**src/rtl/oam_dma_if.sv**
```systemverilog
// -----------------------------------------------------------------------------
// oam_dma_if -- CPU-side and memory-bus-side signal bundle for oam_dma.
//
// Signals
//   ce      CPU-cycle enable (advance only on edges where ce=1)
//   cpu_a   CPU address bus            cpu_d   CPU write data
//   cpu_r   CPU read strobe            cpu_w   CPU write strobe
//   cpu_ce  gated enable back to the CPU (ce & ~busy)
//   bus_a   memory address             bus_d   memory write data
//   bus_i   memory read data           bus_r   memory read strobe
//   bus_w   memory write strobe        busy    DMA transfer in progress
//
// Modports
//   slave   the DMA block itself (consumes CPU signals, drives the bus)
//   master  the surroundings (CPU, memory model, testbench)
// -----------------------------------------------------------------------------
interface oam_dma_if;
  logic        ce;
  logic [15:0] cpu_a;
  logic [7:0]  cpu_d;
  logic        cpu_r;
  logic        cpu_w;
  logic        cpu_ce;
  logic [15:0] bus_a;
  logic [7:0]  bus_i;
  logic [7:0]  bus_d;
  logic        bus_r;
  logic        bus_w;
  logic        busy;

  modport slave (
    input  ce, cpu_a, cpu_d, cpu_r, cpu_w, bus_i,
    output cpu_ce, bus_a, bus_d, bus_r, bus_w, busy
  );

  modport master (
    output ce, cpu_a, cpu_d, cpu_r, cpu_w, bus_i,
    input  cpu_ce, bus_a, bus_d, bus_r, bus_w, busy
  );
endinterface

```
**src/rtl/oam_dma.sv**
```systemverilog
// -----------------------------------------------------------------------------
// oam_dma -- sprite-attribute DMA engine.
//
// A CPU write to $4014 latches a source page and stalls the CPU while the
// block copies the 256 bytes {page,00}..{page,FF} one by one into the OAM
// data port at $2004 (READ cycle, then WRITE cycle, per byte).
//
// Ports
//   clock   system clock, all state changes on the rising edge
//   reset   asynchronous, active-high
//   io      oam_dma_if.slave: ce, CPU bus in, memory bus out, cpu_ce, busy
//
// Build option
//   OAM_DMA_ALIGN_EN  when defined, a HALT that lands on an odd CPU cycle is
//                     followed by one idle ALIGN cycle (514 busy cycles);
//                     when undefined the transfer is always 513 busy cycles.
// -----------------------------------------------------------------------------
module oam_dma (
  input  logic      clock,
  input  logic      reset,
  oam_dma_if.slave  io
);

  localparam logic [15:0] TRIGGER_ADDR  = 16'h4014;
  localparam logic [15:0] OAM_DATA_ADDR = 16'h2004;

  typedef enum logic [2:0] {
    S_IDLE,
    S_HALT,
    S_ALIGN,
    S_READ,
    S_WRITE
  } state_e;

  state_e      state_q, state_d;
  logic [7:0]  page_q,  page_d;
  logic [7:0]  idx_q,   idx_d;
  logic [7:0]  dma_d_q, dma_d_d;
  logic        odd_q,   odd_d;

  logic        busy;
  logic        trigger;

  assign busy    = (state_q != S_IDLE);
  assign trigger = io.cpu_w && (io.cpu_a == TRIGGER_ADDR);

  // ---------------------------------------------------------------------------
  // Next-state logic. Nothing moves on ce=0 edges.
  // ---------------------------------------------------------------------------
  always_comb begin
    // NOTE: every variable gets a default first so no path leaves it
    // unassigned -- otherwise synthesis infers a latch.
    state_d = state_q;
    page_d  = page_q;
    idx_d   = idx_q;
    dma_d_d = dma_d_q;
    odd_d   = odd_q;

    if (io.ce) begin
      // CPU cycle parity runs freely, whether or not a transfer is active.
      odd_d = ~odd_q;

      unique case (state_q)
        S_IDLE: begin
          if (trigger) begin
            page_d  = io.cpu_d;
            state_d = S_HALT;
          end
        end

        S_HALT: begin
          idx_d = 8'h00;
`ifdef OAM_DMA_ALIGN_EN
          // Reads must start on an even CPU cycle; burn one cycle if odd.
          state_d = odd_q ? S_ALIGN : S_READ;
`else
          state_d = S_READ;
`endif
        end

        S_ALIGN: state_d = S_READ;

        S_READ: begin
          // Memory data for {page,idx} is captured on the edge leaving READ.
          dma_d_d = io.bus_i;
          state_d = S_WRITE;
        end

        S_WRITE: begin
          idx_d   = idx_q + 8'd1;
          state_d = (idx_q == 8'hFF) ? S_IDLE : S_READ;
        end

        default: state_d = S_IDLE;
      endcase
    end
  end

  // ---------------------------------------------------------------------------
  // State registers.
  // ---------------------------------------------------------------------------
  always_ff @(posedge clock or posedge reset) begin
    // NOTE: clocked state uses non-blocking assignments so every flop samples
    // the pre-edge value of every other flop, independent of statement order.
    if (reset) begin
      state_q <= S_IDLE;
      page_q  <= 8'h00;
      idx_q   <= 8'h00;
      dma_d_q <= 8'h00;
      odd_q   <= 1'b0;
    end else begin
      state_q <= state_d;
      page_q  <= page_d;
      idx_q   <= idx_d;
      dma_d_q <= dma_d_d;
      odd_q   <= odd_d;
    end
  end

  // ---------------------------------------------------------------------------
  // Bus multiplexing. Idle: the CPU owns the bus untouched (including the
  // trigger write itself). Busy: DMA owns it, strobes qualified by ce so a
  // stretched cycle produces exactly one access.
  // ---------------------------------------------------------------------------
  always_comb begin
    io.busy   = busy;
    io.cpu_ce = io.ce & ~busy;
    io.bus_a  = io.cpu_a;
    io.bus_d  = io.cpu_d;
    io.bus_r  = io.cpu_r;
    io.bus_w  = io.cpu_w;

    if (busy) begin
      io.bus_a = (state_q == S_WRITE) ? OAM_DATA_ADDR : {page_q, idx_q};
      io.bus_d = dma_d_q;
      io.bus_r = io.ce && (state_q == S_READ);
      io.bus_w = io.ce && (state_q == S_WRITE);
    end
  end

endmodule

```
**src/flat_wrapper.sv**
```systemverilog
// flat-port wrapper written by rule: the top's interface ports become plain ports
module oam_dma_flat 
  (clock, reset, io_ce, io_cpu_a, io_cpu_d, io_cpu_r, io_cpu_w, io_bus_i, io_cpu_ce, io_bus_a, io_bus_d, io_bus_r, io_bus_w, io_busy);
  oam_dma_if io_i ();
  input  logic clock;
  input  logic reset;
  input wire logic [$bits(io_i.ce)-1:0] io_ce;
  input wire logic [$bits(io_i.cpu_a)-1:0] io_cpu_a;
  input wire logic [$bits(io_i.cpu_d)-1:0] io_cpu_d;
  input wire logic [$bits(io_i.cpu_r)-1:0] io_cpu_r;
  input wire logic [$bits(io_i.cpu_w)-1:0] io_cpu_w;
  input wire logic [$bits(io_i.bus_i)-1:0] io_bus_i;
  output wire logic [$bits(io_i.cpu_ce)-1:0] io_cpu_ce;
  output wire logic [$bits(io_i.bus_a)-1:0] io_bus_a;
  output wire logic [$bits(io_i.bus_d)-1:0] io_bus_d;
  output wire logic [$bits(io_i.bus_r)-1:0] io_bus_r;
  output wire logic [$bits(io_i.bus_w)-1:0] io_bus_w;
  output wire logic [$bits(io_i.busy)-1:0] io_busy;
  assign io_i.ce = io_ce;
  assign io_i.cpu_a = io_cpu_a;
  assign io_i.cpu_d = io_cpu_d;
  assign io_i.cpu_r = io_cpu_r;
  assign io_i.cpu_w = io_cpu_w;
  assign io_i.bus_i = io_bus_i;
  assign io_cpu_ce = io_i.cpu_ce;
  assign io_bus_a = io_i.bus_a;
  assign io_bus_d = io_i.bus_d;
  assign io_bus_r = io_i.bus_r;
  assign io_bus_w = io_i.bus_w;
  assign io_busy = io_i.busy;
  oam_dma u_core (.clock(clock), .reset(reset), .io(io_i));
endmodule
```
**config.mk**
```make
export PLATFORM = sky130hd
export DESIGN_NAME = oam_dma_flat
export DESIGN_NICKNAME = d
export VERILOG_FILES = /design/src/rtl/oam_dma_if.sv /design/src/rtl/oam_dma.sv /design/src/flat_wrapper.sv
export SDC_FILE = /design/constraint.sdc
export NUM_CORES = 1
export LEC_CHECK = 0
export CAP_MARGIN = 20
export CORE_ASPECT_RATIO = 1.4
export CORE_UTILIZATION = 46
export DETAILED_ROUTE_END_ITERATION = 8
export GPL_ROUTABILITY_DRIVEN = 0
export GPL_TIMING_DRIVEN = 0
export PLACE_DENSITY = 0.85
export SYNTH_ARGS = -nofsm -noshare
export SYNTH_HDL_FRONTEND = slang
export SYNTH_SLANG_ARGS = --single-unit
```
**constraint.sdc**
```tcl
create_clock -name clock -period 3.8 [get_ports clock]
set_clock_uncertainty 0.05 [all_clocks]
set_input_delay 0.38 -clock clock [delete_from_list [all_inputs] [get_ports clock]]
set_output_delay 0.38 -clock clock [all_outputs]
set_load 0.005 [all_outputs]
```
[Yosys cells after proc, flatten, opt, wreduce, memory -nomap -nowiden]
Cells that the tools add are included.
Cells by class
  equality and inequality tests: 7
  reduce and logical (&&, ||, !) cells: 11
  add/subtract/negate cells: 1
  muxes and demuxes: 9
  bitwise operators: 2
Operators by type and width (count)
  16-bit two-way mux: 2
  16-bit by 15-bit equality test with 1-bit output, second input constant: 1
  8-bit one-hot mux with 2 select lines: 1
  3-bit one-hot mux with 4 select lines: 1
  8-bit by 1-bit adder with 8-bit output, second input constant: 1
  8-bit equality test, second input constant: 1
  8-bit two-way mux: 1
  3-bit by 2-bit equality test with 1-bit output, second input constant: 2
  2-bit AND reduction: 3
  3-bit by 1-bit equality test with 1-bit output, second input constant: 1
  3-bit equality test, second input constant: 1
  1-bit logical AND: 3
  3-bit zero test: 1
  3-bit two-way mux: 1
  3-bit AND reduction: 1
  3-bit nonzero test: 1
  1-bit two-way mux: 2
  2-bit two-way mux: 1
  2-bit by 1-bit != test with 1-bit output, second input constant: 1
  2-bit nonzero test: 1
  2-bit OR reduction: 1
  1-bit bitwise AND: 1
  1-bit inverter: 1
Word-level totals
  output and inout bits: 28
  word-level logic and storage cells: 34
  bits of input ports: 37
  flip-flop bits (word level): 27

[Logic depth before layout (Yosys ltp)]
Gate-level depths: netlist of the first run.
  word-level depth: 4
  depth in mapped cells: 8
  gate-level depth less buffers: 5

[Worst setup path before layout of the first run]
No wires, ideal clock.
  path kind: flip-flop to flip-flop
  from: reg u_core.state_q[0]
  to: reg u_core.page_q[0]
  clock period less this slack: 1.875 ns
  setup slack: 1.925 ns
  path buffers: 2
  data required time: 3.625 ns
  data arrival time: 1.700 ns
  cell stages (with the launch flop): 8
  library setup time: 0.125 ns
  cells stage by stage: dfrtp_1 > clkbuf_2 > or2_1 > buf_6 > nor2_8 > inv_2 > nor3_4 > mux2_2
On the way
  cells in the longest elaborated chain, start to end: 2
RTL lines
  start, declared: RTL line oam_dma.sv:35  | state_e state_q, state_d;
  start signal, assigned: RTL line oam_dma.sv:112  | state_q <= state_d;
  3-bit zero test: RTL line oam_dma.sv:63  | unique case (state_q)
  3-bit AND reduction (no source line)
  end signal, assigned: RTL line oam_dma.sv:113  | page_q <= page_d;
  end, declared: RTL line oam_dma.sv:36  | logic [7:0] page_q, page_d;
Every way passes these cells.
A chain may end at the register's enable or synchronous reset.

[Final worst setup path of the first run]
  from: reg u_core.state_q[0]
  to: out io_bus_a[7]
On the way
  cells in the longest elaborated chain, start to end: 3
  elaborated cells between the ends (all ways): 4
  those cells by class: eq/ne: 1; mux: 2; reduce/logical: 1
RTL lines
  3-bit equality test: RTL line oam_dma.sv:134  | io.bus_a = (state_q == S_WRITE) ? OAM_DATA_ADDR : {page_q, idx_q};
  16-bit two-way mux: RTL line oam_dma.sv:134
  16-bit two-way mux (*): RTL line oam_dma.sv:133  | if (busy) begin
  end, declared: RTL line flat_wrapper.sv:14  | output wire logic [$bits(io_i.bus_a)-1:0] io_bus_a;
Mark *: on every way between the ends. The rest lies on a longest branch, timed or not.

==> results.md, run 1 <==
- Remaining DRCs: 0
- Clock sink total: 27
- Setup Crit Path Kind: reg2out
- Crit start category: flip-flop
- Rel. slew slack: 0.6518
- Setup ws final: 0.8596 ns
- Final Critical Period: 2.940 ns
- Setup crit start: u_core.state_q[0]$_DFFE_PP0P_
- Crit path arrival time: 2.51 ns
- Top-area cell type share of the netlist area: 0.4358
- Vias in the first global route: 1628
- Tightest Hold Check Type: in2async
- Layout cells sized above 1: 0.1135
- WL per Instance: 16.36 um
- DR iter-0 viols: 37
- Largest family of logic cells by synthesized area: simple AND/OR/NAND/NOR gates
- Synth Area in XOR/XNOR: 0.01695
- Worst Tran Pin Value: 0.5209 ns
- Total GRT Usage: 0.2634
- Grt ovf: 0
- Routed Antenna Nets: 0
- Unique masters post-synth: 33
- Number of flops mapped to enable cells by yosys: 0
- Post_cts resized: 0
- First-pass GRT wire length: roughly 7300 um
- Max-Cap Viols: 0
- Worst-path fanout max: 10
- Pwr per Cell Area: 603.3 nW/um^2
- Post-Synth Simple-Gate Area: 0.2308
- CTS root buffer: clkbuf_8
- Mux contribution to synthesized area: 0.1356
- Synth Area in Compound Gates: 0.1356
- PortBufs: 64
- Htree depth: 1
- Die X: 51.07 um
- Main synth FF type: dfrtp_1
- Starting density of the core: 0.4917
- Fin. Hold Viols: 0
- Reg clk slew, reported paths: ~0.10 ns
- TritonCTS clock tree: yes
- # setup viols final: 0
- Final period util: 0.7738
- Post-Synthesis Cells: 160
- LEAKAGE: 0.001045 uW
- Routed vias/inst: 5.646
- Reg-to-reg slack, setup: 1.65 ns
- Sequential-to-total area share from yosys stat: 0.4358
- Synth area leaders: dfrtp_1, mux2_2, nand2_1
- Asr flop ratio synth: 1.000
- Synth cell count leaders: nand2_1, dfrtp_1, mux2_2
- # hold bufs at CTS: 0
- Total number of vias: 1513
- Core area: ~3200 um^2
- Cell with the most instances after synthesis: nand2_1
- Total power: around 1400 uW
- Reg2Reg Launch Point: u_core.state_q[0]$_DFFE_PP0P_
- Final nets: 268
- Die height: roughly 71 um
- Post-synthesis adder-cell area fraction: 0.008071
- I/O pin count: between 60 and 70
- Max frequency: 340.1 MHz
- Post-Place Cells: about 260
- Post-synth net total: just under 200
- Cell row count: 24
- Critical Path Sink Type: output pin
- Post-DP HPWL: ~3400 um
- Worst skew pair latency: 0.27 ns
- Routed WL: 4385 um
- DP Worst Slack: 1.026 ns
- Worst Path Required: 3.37 ns
- RSZ-0062 raised after global routing: no
- Max-slew violation count: 0
- Num CTS Buffers: 3
- Flops & latches, synth: 27
- VDD IR-drop max: 500.8 uV
- Setup bufs post-CTS: 0
- Placed inst area: 2240 um^2
- Design Area, Final: 2313 um^2
- Ant diodes: 0
- Layout area overhead: 49.23%
- Ys Warns: 0
- Die ar.: ~3600 um^2
- Syn Area/Cell: 9.689 um^2
- Synthesized area: between 1500 and 2000 um^2
- Drt pass-1 iters: 4
- Initial antenna violation count: 0
- Setup TNS: 0 ns
- Largest net degree at the start of global routing: 28
- Status: finished clean
- Fin cells: between 200 and 300
- Max Buffers Root-to-Sink: 2
- Post-synth top area cell: dfrtp_1
path summary, 6_finish.rpt:
| kind | end | cells past startpoint |
|---|---|---|
| min in group clock | u_core.dma_d_q[4]$_DFFE_PP0P_ | 1 |
| hold / removal | u_core.dma_d_q[5]$_DFFE_PP0P_ | 2 |
| setup reg to reg | u_core.page_q[3]$_DFFE_PP0P_ | 7 |
| hold reg to reg | u_core.dma_d_q[4]$_DFFE_PP0P_ | 1 |
| max in group asynchronous | u_core.dma_d_q[2]$_DFFE_PP0P_ | 3 |
| setup / recovery | io_bus_a[7] | 7 |
metrics by stage:
stage | hold slack, ns | utilization
4_1_cts | 0.4671 | 0.7250
6_report | 0.3732 | 0.7337
5_1_grt | 0.4387 | 0.7337
3_3_place_gp | 0.4378 | 0.7103
2_1_floorplan | 0.3827 | -
3_5_place_dp | 0.4458 | 0.7103
worst max-delay path: stages (launching register included):
cell and delay (ns):
dfrtp_1 0.40, clkbuf_2 0.17, or2_1 0.25, buf_6 0.15
nor2_8 0.14, buf_1 0.39, a22o_1 0.23, clkdlybuf4s50_1 0.50
cell usage in the layout, fill, tap and decap left out, types with 2 or more instances in the layout:
master and n:
clkbuf_1 5, dfrtp_1 27, clkbuf_8 3, inv_1 3
a22o_1 14, nor2b_1 3, nor4b_1 2, nand4_1 3
mux2i_1 3, xor2_1 3, nor2_1 4, nand2_1 39
mux2_2 16, and3_1 3, buf_1 2, nand3_1 7
o21ai_0 8, clkdlybuf4s50_1 64, o22a_1 2
state kept, by name (all words and copies together), names as in the netlist:
name and flops:
u_core.idx_q 8, u_core.state_q 3, u_core.page_q 8, u_core.dma_d_q 8
report_power, final:
group | total, uW | internal [uW] | switching [uW]
Sequential | 414 | 355 | 58.3
Combinational | 816 | 455 | 361
Clock | 166 | 73.5 | 92.7
cell type report:
class / count / area, um^2
Inverter: 4 / 15.01
Clock inverter: 1 / 5.005
Timing Repair Buffer: 65 / 668.1
Fill cell: 232 / 839.6
Clock buffer: 3 / 41.29
Sequential cell: 27 / 675.6
Multi-Input combinational cell: 120 / 817.0
Buffer: 9 / 42.54
Tap cell: 39 / 48.80
metal layers:
metal,wire length [um],GRT usage,share of wire
met1,1673,0.3003,0.38
met2,2422,0.4971,0.55
met3,215,0.04086,0.049
met4,74,0.06173,0.017
met5,0,0,0
kinds of logic after synthesis:
family                   Yosys count
buffers and inverters             13
multiplexers                      19
XOR/XNOR                           3
flip-flops                        27
adder cells (fa/ha/maj)            1
AND/OR/NAND/NOR                   69
AO/OA/AOI/OAI                     28
Note: power is estimated with default switching activity, not from simulation.
==> inputs of run 2 (changes only) <==
CORE_UTILIZATION = 42   (was 46)
PLACE_DENSITY = 0.79   (was 0.85)
clock period = 3.07 ns   (was 3.8 ns; I/O delays follow)
==> run 2 against run 1 <==
Sequential share of layout area is essentially flat; highest routed layer unchanged; combinational power grew 21%; hold slack lost 0.17 ns; sequential power grew 23%; total power grew 22%; cell area is essentially flat; largest cell class unchanged; cell count grew 0.37%; critical endpoint is now io_bus_a[11].
==> results.md, run 2 (synthesized netlist as in run 1, its figures left out) <==
- TritonCTS clock tree: yes
- Initial antenna violation count: 0
- Die X: 53.35 um
- LEAKAGE: between 0.001 and 0.0015 uW
- Starting density of the core: 0.4505
- Layout cells sized above 1: 0.1135
- Vias in the first global route: approximately 1400
- Final Util: 0.6727
- # hold bufs at CTS: 0
- Final period util: 0.9197
- FF+latch area: 675.6 um^2
- Worst-path fanout max: 10
- Total number of vias: 1466
- Max Buffers Root-to-Sink: 2
- First-pass GRT wire length: 6354 um
- Max frequency: 354.2 MHz
- Remaining DRCs: 0
- Clock sink total: 27
- Htree depth: 1
- WL per Instance: 14.74 um
- Fill cell count: 306
- I/O pin count: 65
- Max-Cap Viols: 0
- Area of the multi-input gates: 817.0 um^2
- Largest net degree at the start of global routing: 28
- Most common library cell in the layout ignoring fill and taps: clkdlybuf4s50_1
- Total GRT Usage: 0.2225
- Status: finished clean
- Routed Antenna Nets: 0
- Die ar.: 3941 um^2
- Max-slew violation count: 0
- Worst skew pair latency: 0.28 ns
- Critical Path Sink Type: output pin
- Setup TNS: 0 ns
- DR iter-0 viols: 36
- # setup viols final: 0
- Num CTS Buffers: 3
- Most frequent cells in the layout: clkdlybuf4s50_1, nand2_1, dfrtp_1
- Ant diodes: 0
- Biggest regs: u_core.dma_d_q x8, u_core.idx_q x8, u_core.page_q x8
- Pwr per Cell Area: approximately 740 nW/um^2
- PortBufs: 64
- Routed vias/inst: approximately 5.4
- Drt pass-1 iters: 4
- Tightest Hold Check Type: in2async
- Core area: 3441 um^2
- Die height: ~74 um
- Routed WL: 3964 um
- Rel. slew slack: 0.6596
- Worst Tran Pin Value: 0.5053 ns
- Final Critical Period: 2.824 ns
- Crit path arrival time: around 2.5 ns
- Setup bufs post-CTS: 0
- Worst Path Required: 2.71 ns
- Post-DP HPWL: 2972 um
- Cell row count: 25
- Layout area overhead: 49.31%
- Design Area, Final: 2315 um^2
- CTS root buffer: clkbuf_8
- Placed inst area: 2241 um^2
- VDD IR-drop max: 622.7 uV
- RSZ-0062 raised after global routing: no
- Crit start category: flip-flop
- Setup Crit Path Kind: reg2out
- Final nets: 268
- Reg clk slew, reported paths: 0.10 ns
- Grt ovf: 0
- Fin. Hold Viols: 0
- Post_cts resized: 0
[run 2: cell counts in the layout (fill, tap and decap cells not counted)]
Identical to the previous run, type by type.
[run 2: final timing paths]
check	from	endpoint	slack (ns)	depth (start not counted)
max in group asynchronous	reset	u_core.page_q[1]$_DFFE_PP0P_	2.37	3
min in group clock	u_core.dma_d_q[2]$_DFFE_PP0P_	u_core.dma_d_q[2]$_DFFE_PP0P_	0.46	1
hold reg to reg	u_core.dma_d_q[2]$_DFFE_PP0P_	u_core.dma_d_q[2]$_DFFE_PP0P_	0.46	1
setup reg to reg	u_core.state_q[0]$_DFFE_PP0P_	u_core.page_q[5]$_DFFE_PP0P_	1.02	7
setup / recovery	u_core.state_q[0]$_DFFE_PP0P_	io_bus_a[11]	0.25	7
hold / removal	reset	u_core.dma_d_q[3]$_DFFE_PP0P_	0.20	2
[run 2: per-layer routing]
layer,routed length [um],track usage
met1,1568,0.2572
met4,79,0.09064
met2,2091,0.3875
met3,224,0.04555
met5,0,0
[run 2: area by class of cell]
cell class	count	area share
clock buffers	3	0.01784
clock inverters	1	0.002162
repair buffers	65	0.2886
well taps	40	0.02162
multi-input cells	120	0.3530
plain buffers	9	0.01838
flip-flops and latches	27	0.2919
inverters	4	0.006486
[run 2: power by group]
part | internal, uW | switching, uW | total, uW
Combinational | 563 | 424 | 987
Sequential | 440 | 68.6 | 508
Clock | 91.3 | 119 | 210
Total | 1090 | 612 | 1710
[run 2: stage by stage]
stage	power (uW)	instances	worst slack (ns)	hold slack, ns
CTS	1712	268	0.2519	0.4671
global placement	1486	264	0.4882	0.4372
finish	1706	269	0.2465	0.1983
floorplan	999.3	160	1.195	0.3097
global route	1823	269	0.09218	0.2304
detailed placement	1498	264	0.4587	0.4439
[run 2: worst max-delay path, cell delays in order (launching register included)]
cell and delay [ns]:
dfrtp_1 0.37, clkbuf_2 0.16, or2_1 0.25, buf_6 0.14, nor2_8 0.13, buf_1 0.41
a22o_1 0.21, clkdlybuf4s50_1 0.51
==> inputs of run 3 (changes only) <==
CORE_UTILIZATION = 41   (was 42)
PLACE_DENSITY = 0.77   (was 0.79)
==> run 3 against run 2 <==
Hold slack improved by 0.084 ns; largest power group unchanged; die area is 2.4% higher; first-iteration DRC count is 50% higher; critical endpoint is now io_bus_d[7]; sequential power barely moved; highest routed layer unchanged; routed wire length grew 4.4%.
==> results.md, run 3 (synthesized netlist as in run 1, its figures left out) <==
- Status: finished clean
- # setup viols final: 0
- Max-Cap Viols: 0
- Routed WL: roughly 4100 um
- Fill cell count: 305
- Final Util: 0.6356
- Max incr delay on CP: 0.51 ns
- Crit path arrival time: 2.47 ns
- Drt pass-1 iters: 4
- Post-Place Cells: 266
- CTS root buffer: clkbuf_8
- RSZ-0062 raised after global routing: no
- Cell row count: 26
- Crit start category: flip-flop
- Pwr per Cell Area: 736.8 nW/um^2
- Reg-to-reg slack, setup: 0.99 ns
- Reg2Reg Launch Point: u_core.state_q[0]$_DFFE_PP0P_
- Biggest regs: u_core.dma_d_q x8, u_core.idx_q x8, u_core.page_q x8
- Reg clk slew, reported paths: 0.10 ns
- Worst Tran Pin Value: 0.5151 ns
- Routed Antenna Nets: 0
- Most common library cell in the layout ignoring fill and taps: clkdlybuf4s50_1
- Fin cells: 271
- Vias in the first global route: ~1500
- CP top delay family: buffers and inverters
- Worst-path fanout max: 10
- VDD IR-drop max: around 500 uV
- RR Endpoint: u_core.page_q[1]$_DFFE_PP0P_
- Post-DP HPWL: around 3200 um
- Num CTS Buffers: 3
- Crit path buf inv count: 4
- Remaining DRCs: 0
- Most frequent cells in the layout: clkdlybuf4s50_1, nand2_1, dfrtp_1
- WL per Instance: 15.27 um
- Worst skew pair latency: 0.28 ns
- Largest net degree at the start of global routing: 28
- Total number of vias: 1479
- Layout cells sized above 1: 0.1092
- Starting density of the core: 0.4255
- Routed vias/inst: ~5.5
- Layout area overhead: 49.39%
- Tightest Hold Check Type: in2async
- LEAKAGE: 0.001043 uW
- Post_cts resized: 0
- Critical Path Sink Type: output pin
- Htree depth: 1
- TritonCTS clock tree: yes
- Final Critical Period: 2.831 ns
- Rel. slew slack: 0.6566
- Initial antenna violation count: 0
- Core area: 3643 um^2
- Die height: 74.76 um
- Cell mode on critical path: nand2_1
- Die X: around 54 um
- Fin. Hold Viols: 0
- Cells along the critical path: clkbuf_2 > or2_1 > buf_6 > nor2_8 > buf_1 > nand2_1 > nand2_1 > clkdlybuf4s50_1
- Grt ovf: 0
- DR iter-0 viols: 54
- Final nets: 268
- Max Buffers Root-to-Sink: 2
- Setup Crit Path Kind: reg2out
- Final period util: 0.9223
- Total GRT Usage: 0.2217
- Ant diodes: 0
- # hold bufs at CTS: 0
- First-pass GRT wire length: roughly 6500 um
- I/O pin count: 65
- Crit-path slowest cell: clkdlybuf4s50_1
- PortBufs: 64
- Worst reg2reg path depth: 7
- Max frequency: 353.2 MHz
- Setup bufs post-CTS: 0
- Clock sink total: 27
- Setup TNS: 0 ns
- Worst Path Required: 2.71 ns
- Die ar.: 4035 um^2
- Max-slew violation count: 0
[run 3: final cells by class]
class	count	area, um^2	share of cell area
repair buffers	65	668.1	0.2885
plain buffers	9	42.54	0.01837
multi-input cells	120	817.0	0.3528
clock buffers	4	45.04	0.01945
flip-flops and latches	27	675.6	0.2917
well taps	42	52.55	0.02269
inverters	4	15.01	0.006483
[run 3: worst max-delay path by stage]
stage / depth (start not counted) / slack, ns / end / start
after CTS: 8 / 0.26 / io_bus_w / u_core.state_q[1]$_DFFE_PP0P_
after global placement: 5 / 0.45 / io_bus_r / io_ce
after detailed placement: 5 / 0.45 / io_bus_r / io_ce
after floorplan: 7 / 1.19 / u_core.page_q[0]$_DFFE_PP0P_ / u_core.state_q[0]$_DFFE_PP0P_
after global routing: 8 / 0.06 / io_bus_d[7] / u_core.state_q[1]$_DFFE_PP0P_
final: 8 / 0.24 / io_bus_d[7] / u_core.state_q[0]$_DFFE_PP0P_
[run 3: through the flow]
stage               setup slack (ns)  area, um^2  power, uW  hold slack (ns)
floorplan                      1.195        1550      999.3           0.3097
global placement              0.4538        2243       1490           0.4378
detailed placement            0.4529        2243       1496           0.4451
CTS                           0.2583        2288       1709           0.4686
global route                 0.06410        2316       1839           0.3094
finish                        0.2387        2316       1706           0.2819
[run 3: layer usage]
metal	up-vias	wire, um	GRT usage
li1	711	-	-
met2	51	2134	0.3896
met5	-	0	0
met1	710	1618	0.2385
met4	0	49	0.07977
met3	7	336	0.08081
[run 3: power by group]
part	internal [uW]	leakage [uW]	switching [uW]
Sequential	440	0.000354	68.2
Combinational	562	0.000665	427
Clock	93.2	0.0000228	116
